File: src/rtl/wb_pkg.sv
// rtl/wb_pkg.sv - shared constants, entry record and decode helper for the write-back arbiter
package wb_pkg;

  localparam int WB_DEPTH = 2;
  localparam int REG_AW   = 5;

  // Packed as {a3, wd, pc}: 69 bits.
  typedef struct packed {
    logic [REG_AW-1:0] a3;
    logic [31:0]       wd;
    logic [31:0]       pc;
  } wb_entry_t;

  function automatic logic [31:0] reg_onehot(input logic [REG_AW-1:0] a3);
    reg_onehot = 32'd1 << a3;
  endfunction

endpackage

File: src/rtl/wb_fifo2.sv
// rtl/wb_fifo2.sv - 2-entry compacting FIFO with kill-by-register-index
module wb_fifo2
  import wb_pkg::*;
(
  input  logic                       clk,
  input  logic                       reset,
  input  logic                       push,
  input  wb_entry_t                  push_entry,
  input  logic                       pop,
  input  logic                       kill_en,
  input  logic [REG_AW-1:0]          kill_a3,
  output wb_entry_t                  head,
  output logic [1:0]                 cnt,
  output logic [1:0]                 ent_valid,
  output logic [1:0][REG_AW-1:0]     ent_a3
);

  wb_entry_t  mem_q [2];
  wb_entry_t  mem_d [2];
  logic [1:0] cnt_q;
  logic [1:0] cnt_d;
  logic [1:0] keep;
  logic [1:0] kept;

  always_comb begin
    ent_valid[0] = (cnt_q != 2'd0);
    ent_valid[1] = (cnt_q == 2'd2);
    ent_a3[0]    = mem_q[0].a3;
    ent_a3[1]    = mem_q[1].a3;
    head         = mem_q[0];
    cnt          = cnt_q;
  end

  // Survivors are compacted towards slot 0 so the head is always the oldest live entry.
  always_comb begin
    mem_d = mem_q;
    kept  = 2'd0;
    keep[0] = ent_valid[0] && !pop && !(kill_en && (mem_q[0].a3 == kill_a3));
    keep[1] = ent_valid[1] && !(kill_en && (mem_q[1].a3 == kill_a3));
    case (keep)
      2'b11: begin
        kept = 2'd2;
      end
      2'b01: begin
        kept = 2'd1;
      end
      2'b10: begin
        mem_d[0] = mem_q[1];
        kept     = 2'd1;
      end
      default: begin
        kept = 2'd0;
      end
    endcase
    cnt_d = kept;
    if (push && (kept == 2'd0)) begin
      mem_d[0] = push_entry;
      cnt_d    = 2'd1;
    end else if (push && (kept == 2'd1)) begin
      mem_d[1] = push_entry;
      cnt_d    = 2'd2;
    end
  end

  always_ff @(posedge clk or posedge reset) begin
    if (reset) begin
      cnt_q    <= 2'd0;
      mem_q[0] <= '0;
      mem_q[1] <= '0;
    end else begin
      cnt_q    <= cnt_d;
      mem_q[0] <= mem_d[0];
      mem_q[1] <= mem_d[1];
    end
  end

endmodule

File: src/rtl/w_wb_arbiter.sv
// rtl/w_wb_arbiter.sv - W-stage / secondary write-back arbiter onto the single GRF write port
// Optional WB_BYPASS_EN: an accepted secondary write skips the empty FIFO when the pipe is idle.
module w_wb_arbiter
  import wb_pkg::*;
#(
  parameter int DEPTH = WB_DEPTH,
  parameter int AW    = REG_AW
) (
  input  logic          clk,
  input  logic          reset,
  input  logic          pipe_we,
  input  logic [AW-1:0] pipe_a3,
  input  logic [31:0]   pipe_wd,
  input  logic [31:0]   pipe_pc,
  input  logic          sec_valid,
  output logic          sec_ready,
  input  logic [AW-1:0] sec_a3,
  input  logic [31:0]   sec_wd,
  input  logic [31:0]   sec_pc,
  output logic          grf_we,
  output logic [AW-1:0] grf_a3,
  output logic [31:0]   grf_wd,
  output logic [31:0]   grf_pc,
  output logic [31:0]   pend_mask,
  output logic [1:0]    fifo_cnt
);

  localparam logic [1:0] DEPTH_W = 2'(DEPTH);

  logic                   pipe_eff;
  logic                   sec_fire;
  logic                   sec_keep;
  logic                   bypass;
  logic                   push;
  logic                   pop;
  wb_entry_t              head;
  logic [1:0]             ent_valid;
  logic [1:0][REG_AW-1:0] ent_a3;

  // Ready looks only at the stored count so producers never see a path from their own valid.
  assign sec_ready = (fifo_cnt < DEPTH_W);

  always_comb begin
    pipe_eff = pipe_we && (pipe_a3 != '0);
    sec_fire = sec_valid && sec_ready;
    // A same-cycle pipe write to the same register is younger, so the secondary value is dead.
    sec_keep = sec_fire && (sec_a3 != '0) && !(pipe_eff && (sec_a3 == pipe_a3));
`ifdef WB_BYPASS_EN
    bypass   = sec_keep && !pipe_eff && (fifo_cnt == 2'd0);
`else
    bypass   = 1'b0;
`endif
    push     = sec_keep && !bypass;
    pop      = !pipe_eff && (fifo_cnt != 2'd0);
  end

  always_comb begin
    grf_we = 1'b0;
    grf_a3 = '0;
    grf_wd = 32'd0;
    grf_pc = 32'd0;
    if (pipe_eff) begin
      grf_we = 1'b1;
      grf_a3 = pipe_a3;
      grf_wd = pipe_wd;
      grf_pc = pipe_pc;
    end else if (fifo_cnt != 2'd0) begin
      grf_we = 1'b1;
      grf_a3 = head.a3;
      grf_wd = head.wd;
      grf_pc = head.pc;
    end else if (bypass) begin
      grf_we = 1'b1;
      grf_a3 = sec_a3;
      grf_wd = sec_wd;
      grf_pc = sec_pc;
    end
  end

  always_comb begin
    pend_mask = 32'd0;
    for (int i = 0; i < 2; i++) begin
      if (ent_valid[i]) begin
        pend_mask = pend_mask | reg_onehot(ent_a3[i]);
      end
    end
  end

  wb_fifo2 u_fifo (
    .clk        (clk),
    .reset      (reset),
    .push       (push),
    .push_entry (wb_entry_t'({sec_a3, sec_wd, sec_pc})),
    .pop        (pop),
    .kill_en    (pipe_eff),
    .kill_a3    (pipe_a3),
    .head       (head),
    .cnt        (fifo_cnt),
    .ent_valid  (ent_valid),
    .ent_a3     (ent_a3)
  );

endmodule
File: config.mk
export PLATFORM = sky130hd
export DESIGN_NAME = w_wb_arbiter
export DESIGN_NICKNAME = d
export VERILOG_FILES = /design/src/rtl/wb_pkg.sv /design/src/rtl/wb_fifo2.sv /design/src/rtl/w_wb_arbiter.sv
export SDC_FILE = /design/constraint.sdc
export NUM_CORES = 1
export LEC_CHECK = 0
export CORE_MARGIN = 3
export CORE_UTILIZATION = 40
export DETAILED_ROUTE_END_ITERATION = 7
export GPL_ROUTABILITY_DRIVEN = 0
export HOLD_SLACK_MARGIN = 0.03
export PLACE_DENSITY = 0.7
export SYNTH_ARGS = -nofsm -noshare
export SYNTH_HDL_FRONTEND = slang
export SYNTH_SLANG_ARGS = --single-unit
File: constraint.sdc
create_clock -name clk -period 4.95 [get_ports clk]
set_input_delay 0.99 -clock clk [delete_from_list [all_inputs] [get_ports clk]]
set_output_delay 0.99 -clock clk [all_outputs]
set_load 0.02 [all_outputs]
==> reports/metrics.csv, run 1 <==
stage;metric;value;unit
status;outcome;complete, no violations;
synth;post-synth top area share;0.454;
setup_path;Critical Path Max Stage Delay;0.62;ns
placed_design;Placement Cell Area;0.0105;mm2
synth;Mapped Area;0.00771;mm2
clocking;H-tree lvl count;4;
grt;initial antenna violation count;0;
detailed_routing;vias per inst;5.13;
synth;count of cell types in the netlist;34;
setup_path;reg2reg path depth;6;
floorplanning;Starting Density;0.410;
timing;RSZ-0062 raised after global routing;no;
setup_path;cell mode on critical path;clkdlybuf4s50_1;
clocking;TritonCTS clock tree;done;
cells_and_area;Finished Cell Area;0.0111;mm2
setup_path;Worst Setup Start Kind;input pin;
clocking;hold buffers post-CTS;0;
timing;Setup-failing EPs final;0;
clocking;Post-CTS Repair Setup Buffers;0;
detailed_routing;routed len/inst;16.6;um
grt;first-pass GRT wire length;32.0;mm
grt;vias in the first global route;6384;
synth;Area contributors post-synth;dfrtp_1 (45%), mux2_2 (29%), nand2_1 (7.0%), nand3_1 (4.5%), o22ai_1 (2.6%);
cells_and_area;Non-Filler Instances;1215;
floorplanning;io pins;247;
pwr;Worst VDD drop;252;uV
clocking;post-CTS sizing;0;
detailed_routing;drt total wl;20.1;mm
clocking;Root Buffer;clkbuf_16;
hold_path;Hold Path Cell Cnt;1;
cells_and_area;Fill cells;1626;
synth;Gate Count Post-Synth;718;
hold_path;Min-Delay Path Class;reg2reg;
floorplanning;chip height;145;um
cells_and_area;Final #Nets;1087;
cells_and_area;area grow syn2layout;43.3;%
synth;number of synthesized flops with an enable pin;0;
synth;sequential fraction of the synthesis area;0.454;
floorplanning;DIE AREA;0.0210;mm2
setup_path;crit path to;grf_wd[2];
timing;worst hold margin;0.500;ns
cells_and_area;layout cells sized above 1;0.279;
timing;Final TNS setup;0;ns
timing;worst clock skew;0.0106;ns
job;Max Cap Viol;0;
clocking;clock-pin transition on the worst setup and hold timing paths;0.06;ns
placed_design;DPL Wire Length;14.1;mm
grt;grt ovf;0;
floorplanning;Die Wd;145;um
synth;Synth top cells by count;mux2_2 (197), nand2_1 (143), dfrtp_1 (140), nand3_1 (70), clkbuf_1 (34);
synth;Synth Flop Type;dfrtp_1;
clocking;CTS max path bufs;2;
timing;relative slew slack;0.368;
synth;number of synthesized register bits;140;
setup_path;Reg2Reg Setup Slack;2.02;ns
setup_path;Crit. End Element;output pin;
setup_path;Crit Path Category;in2out;
setup_path;CP max FO;32;
pwr;LEAKAGE;4.68;nW
floorplanning;core box area;0.0188;mm2
detailed_routing;initial DRC count;251;
clocking;total CTS buffers;17;
cells_and_area;Reg area;0.00350;mm2
synth;cell with the most instances after synthesis;mux2_2;
timing;fmax;0.226;GHz
setup_path;Max stage delay cell, worst path;or4_4;
clocking;Clock Latency Late Sink;0.41;ns
detailed_routing;DRC;0;
synth;ys async rst share;1.00;
cells_and_area;multi-input logic area;0.00400;mm2
detailed_routing;first drt pass iteration count;5;
timing;Tcrit/Tclk final;0.892;
setup_path;worst reg2reg startpoint;u_fifo.cnt[1];
placed_design;Inst Count DP;1183;
setup_path;RR Endpoint;u_fifo.mem_q[34];
synth;syn_nets;863;
synth;average cell area after synthesis;10.7;um2
pwr;PD cells;531;mW/mm2
setup_path;Data required, critical path;3.96;ns
detailed_routing;Detail Route Antenna Nets;0;
cells_and_area;Ant. Diodes;0;
timing;final-report hold violation count;0;
placed_design;Port Buf Inserts;246;
setup_path;critical path arrival;3.43;ns
synth;largest area contributor in the synthesized netlist;dfrtp_1;
setup_path;CP cell instances;clkdlybuf4s50_1, or4_4, o21ai_4, buf_12, nand3_1, nand2_1, clkdlybuf4s50_1;
setup_path;launch point of the worst path;pipe_a3[1];
grt;largest net degree at the start of global routing;106;
timing;worst slew pin tran;0.948;ns
floorplanning;row cnt;50;
timing;Final Critical Period;4.42;ns
synth;YS warnings;0;
clocking;clock sink count;140;
timing;Pins Over Slew Limit;0;
detailed_routing;DR vias;6238;
grt;GR Util All Layers;0.191;
[per-stage QoR]
stage / utilization / power [mW] / worst slack [ns]
CTS: 0.587 / 5.93 / 0.498
global placement: 0.557 / 4.62 / 0.508
finish: 0.587 / 5.87 / 0.534
detailed placement: 0.557 / 4.69 / 0.516
global route: 0.587 / 6.25 / 0.431
floorplan: - / 3.79 / 0.207
[sequential cells by signal (all words and copies together) (netlist names)]
register       flops
u_fifo.head       64
u_fifo.mem_q      64
u_fifo.ent_a3     10
u_fifo.cnt         2
[logic make-up (layout without fill, tap and decap cells)]
family,Yosys count,count (layout),synth area share
AOI/OAI and AO/OA,48,48,0.0412
buffers and inverters,57,294,0.0320
xor gates and xnor gates,15,15,0.0170
and+or+nand+nor,248,248,0.144
muxes,207,207,0.307
adders and majority gates,3,3,0.00487
DFF,140,140,0.454
[how the worst min path moves through the flow]
| stage | startpoint | end | slack [ns] |
|---|---|---|---|
| after floorplan | u_fifo.mem_q[22] | u_fifo.mem_q[22] | 0.47 |
| after global placement | u_fifo.mem_q[60] | u_fifo.mem_q[60] | 0.48 |
| after detailed placement | u_fifo.mem_q[39] | u_fifo.mem_q[39] | 0.49 |
| after CTS | u_fifo.mem_q[39] | u_fifo.mem_q[39] | 0.50 |
| after global routing | u_fifo.mem_q[44] | u_fifo.mem_q[44] | 0.51 |
| final | u_fifo.mem_q[10] | u_fifo.mem_q[10] | 0.50 |
[report_power, final]
group / switching, mW / internal, mW / total [mW]
logic: 1.12 / 1.45 / 2.57
registers: 0.368 / 1.71 / 2.08
clock network: 0.501 / 0.710 / 1.21
total: 1.99 / 3.87 / 5.87
[layout make-up]
type | count | area share
clock buffer | 20 | 0.0404
timing repair buffer | 259 | 0.240
clock inverter | 12 | 0.0104
tap | 260 | 0.0294
inverter | 3 | 0.00147
sequential | 140 | 0.317
multi-input combinational | 521 | 0.362
[layout by cell type, fill, tap and decap left out, types with 2 or more instances in the layout]
cell type / Yosys / final
a21oi_1: 2 / 2
buf_12: 0 / 7
buf_4: 1 / 6
clkbuf_1: 34 / 2
clkbuf_16: 0 / 17
clkdlybuf4s50_1: 0 / 246
clkinv_2: 0 / 3
clkinv_4: 0 / 3
clkinvlp_4: 0 / 2
dfrtp_1: 140 / 140
ha_1: 3 / 2
inv_1: 3 / 2
inv_6: 0 / 3
mux2_2: 197 / 197
mux2_4: 10 / 10
nand2_1: 143 / 143
nand2b_1: 5 / 5
nand3_1: 70 / 70
nand3b_1: 4 / 4
nor2_1: 4 / 4
nor3_1: 3 / 3
o21ai_0: 7 / 6
o22ai_1: 32 / 32
or2_2: 6 / 6
or3_1: 7 / 7
or3b_2: 2 / 2
xnor2_1: 10 / 10
xor2_1: 5 / 5
[critical path, delay by kind of cell]
kind | cells | cell delay (ns)
compound gates | 1 | 0.22
simple gates | 3 | 0.86
buf+inv | 3 | 1.35
[routing by layer]
layer | part of all wire | track usage
met1 | 0.44 | 0.245
met2 | 0.48 | 0.322
met3 | 0.068 | 0.0437
met4 | 0.015 | 0.0560
met5 | 0 | 0
No activity file was read; power rests on OpenSTA's default activity.
==> run 2: changes to the inputs <==
--- a/config.mk
+++ b/config.mk
@@ -9,7 +9,7 @@
 export CORE_UTILIZATION = 40
 export DETAILED_ROUTE_END_ITERATION = 7
 export GPL_ROUTABILITY_DRIVEN = 0
-export HOLD_SLACK_MARGIN = 0.03
+export HOLD_SLACK_MARGIN = 0.1
 export PLACE_DENSITY = 0.7
 export SYNTH_ARGS = -nofsm -noshare
 export SYNTH_HDL_FRONTEND = slang
==> results of run 2 <==
Final layout, timing and power as in run 1 (identical DEF).
==> run 3: changes to the inputs <==
--- a/config.mk
+++ b/config.mk
@@ -7,6 +7,7 @@
 export LEC_CHECK = 0
 export CORE_MARGIN = 3
 export CORE_UTILIZATION = 40
+export CTS_CLUSTER_DIAMETER = 120
 export DETAILED_ROUTE_END_ITERATION = 7
 export GPL_ROUTABILITY_DRIVEN = 0
 export HOLD_SLACK_MARGIN = 0.1
==> constraint.sdc (replaced) <==
create_clock -name clk -period 3.8 [get_ports clk]
set_input_delay 0.76 -clock clk [delete_from_list [all_inputs] [get_ports clk]]
set_output_delay 0.76 -clock clk [all_outputs]
set_load 0.02 [all_outputs]
==> run 3 against run 2 <==
Effect of this change:
- sequential share of layout area fell by 0.84 points
- clock skew is essentially flat
- global-route usage is 0.14 points higher
- sequential cell count did not move
- critical path type unchanged
- largest power group unchanged
- non-clock buffer count grew 9
- sequential power increased by 31%
- critical endpoint is now grf_wd[28]
- die area did not move
==> reports/metrics.csv, run 3 (synthesis results as in run 1) <==
stage;metric;value;unit
status;outcome;complete, no violations;
clocking;TritonCTS clock tree;done;
detailed_routing;initial DRC count;227;
floorplanning;core box area;0.0188;mm2
setup_path;Critical Path Max Stage Delay;0.60;ns
setup_path;worst reg2reg startpoint;u_fifo.cnt[0];
timing;Pins Over Slew Limit;0;
timing;Final Critical Period;3.72;ns
cells_and_area;commonest non-fill, non-tap cell in the layout;mux2_2;
pwr;Worst VDD drop;314;uV
cells_and_area;multi-input logic area;0.00400;mm2
detailed_routing;vias per inst;5.12;
cells_and_area;Reg area;0.00350;mm2
placed_design;Placement Cell Area;0.0106;mm2
clocking;hold buffers post-CTS;0;
clocking;H-tree lvl count;4;
hold_path;Min-Delay Path Class;reg2reg;
grt;largest net degree at the start of global routing;141;
pwr;PD cells;680;mW/mm2
floorplanning;DIE AREA;0.0210;mm2
detailed_routing;DRC;0;
clocking;Root Buffer;clkbuf_16;
setup_path;Worst Setup Start Kind;input pin;
hold_path;worst min-delay path endpoint;u_fifo.mem_q[10];
hold_path;min-delay src;u_fifo.mem_q[10];
grt;GR Util All Layers;0.192;
setup_path;Max stage delay cell, worst path;clkdlybuf4s50_1;
setup_path;Largest delay share family, worst path;buffers and inverters;
timing;worst clock skew;0.0104;ns
setup_path;Crit Path Category;in2out;
timing;Final TNS setup;0;ns
grt;initial antenna violation count;1;
placed_design;Port Buf Inserts;246;
timing;Tcrit/Tclk final;0.979;
clocking;CTS max path bufs;2;
detailed_routing;DR vias;6270;
grt;first-pass GRT wire length;32.2;mm
pwr;LEAKAGE;5.45;nW
floorplanning;Die Wd;145;um
detailed_routing;drt total wl;20.3;mm
timing;relative slew slack;0.486;
setup_path;CP max FO;17;
floorplanning;io pins;247;
timing;worst slew pin tran;0.770;ns
setup_path;reg2reg path depth;7;
setup_path;CP cell instances;clkdlybuf4s50_1, or4_4, o21ai_4, buf_12, nand3_1, nand2_1, clkdlybuf4s50_1;
detailed_routing;routed len/inst;16.6;um
clocking;clock-pin transition on the worst setup and hold timing paths;0.06;ns
job;Max Cap Viol;0;
clocking;clock sink count;140;
detailed_routing;first drt pass iteration count;4;
clocking;Clock Latency Late Sink;0.42;ns
cells_and_area;utilization after layout;0.603;
detailed_routing;Detail Route Antenna Nets;0;
cells_and_area;layout cells sized above 1;0.285;
cells_and_area;area grow syn2layout;47.2;%
grt;vias in the first global route;6277;
setup_path;Reg2Reg Setup Slack;1.12;ns
timing;RSZ-0062 raised after global routing;no;
clocking;total CTS buffers;17;
placed_design;DPL Wire Length;14.2;mm
setup_path;critical path arrival;2.96;ns
timing;worst hold margin;0.500;ns
cells_and_area;Ant. Diodes;0;
setup_path;RR Endpoint;u_fifo.mem_q[0];
cells_and_area;Final #Nets;1096;
timing;fmax;0.269;GHz
cells_and_area;most frequent cells in the layout;mux2_2 (197), clkdlybuf4s50_1 (190), nand2_1 (143), dfrtp_1 (140), nand3_1 (70);
hold_path;Hold Path Cell Cnt;1;
setup_path;Crit. End Element;output pin;
timing;Setup-failing EPs final;0;
cells_and_area;Fill cells;1568;
timing;final-report hold violation count;0;
cells_and_area;Finished Cell Area;0.0114;mm2
grt;grt ovf;0;
floorplanning;Starting Density;0.410;
floorplanning;row cnt;50;
setup_path;cell mode on critical path;clkdlybuf4s50_1;
floorplanning;chip height;145;um
setup_path;CP Buf/Inv Count;3;
setup_path;Data required, critical path;3.04;ns
[run 3: cell count changes in the layout (fill, tap and decap cells not counted)]
cell / delta
buf_12: +4
buf_4: +4
bufinv_16: +1
clkbuf_16: +1
clkbuf_8: -1
clkdlybuf4s50_1: -56
clkinv_2: -3
clkinv_4: -1
clkinvlp_4: +2
dlymetal6s2s_1: +56
inv_6: +1
inv_8: +1
[run 3: layout make-up]
| type | count | share of cell area |
|---|---|---|
| repair buffers | 268 | 0.257 |
| clock buffers | 19 | 0.0381 |
| clock inverters | 13 | 0.0139 |
| well taps | 260 | 0.0286 |
| multi-input cells | 521 | 0.352 |
| inverters | 3 | 0.00132 |
| flip-flops and latches | 140 | 0.308 |
[run 3: power by group]
part,switching (mW),total [mW],internal (mW),leakage [nW]
Combinational,1.46,3.35,1.89,3.48
Sequential,0.483,2.72,2.23,1.69
Clock,0.670,1.65,0.985,0.279
[run 3: worst max path at each step]
stage | start | endpoint | slack (ns) | cells past startpoint
detailed placement | pipe_a3[1] | grf_wd[10] | 0.03 | 7
floorplan | pipe_a3[1] | u_fifo.head[40] | 0.10 | 11
global placement | pipe_a3[1] | grf_wd[10] | 0.05 | 7
CTS | pipe_a3[1] | grf_wd[10] | 0.03 | 7
global route | pipe_a3[1] | grf_wd[28] | 0.01 | 7
finish | pipe_a3[1] | grf_wd[28] | 0.08 | 7
[run 3: timing repair]
| action | in CTS | in global routing |
|---|---|---|
| endpoints found under the setup margin | 0 | 64 |
| gates resized for setup | 0 | 56 |
| setup buffers | 0 | 1 |
[run 3: metal layers]
metal  part of all wire  GRT usage  routed length [um]
met1               0.43      0.246                8730
met2               0.48      0.319                9780
met3              0.075     0.0572                1530
met4              0.014     0.0511                 289
met5            0.00084          0                  17
[run 3: per-stage QoR]
stage	setup slack [ns]	instances	power (mW)
CTS	0.0301	1222	7.83
global route	0.00968	1224	8.24
detailed placement	0.0328	1190	6.14
floorplan	0.104	718	4.94
global placement	0.0453	1190	6.06
finish	0.0807	1224	7.72
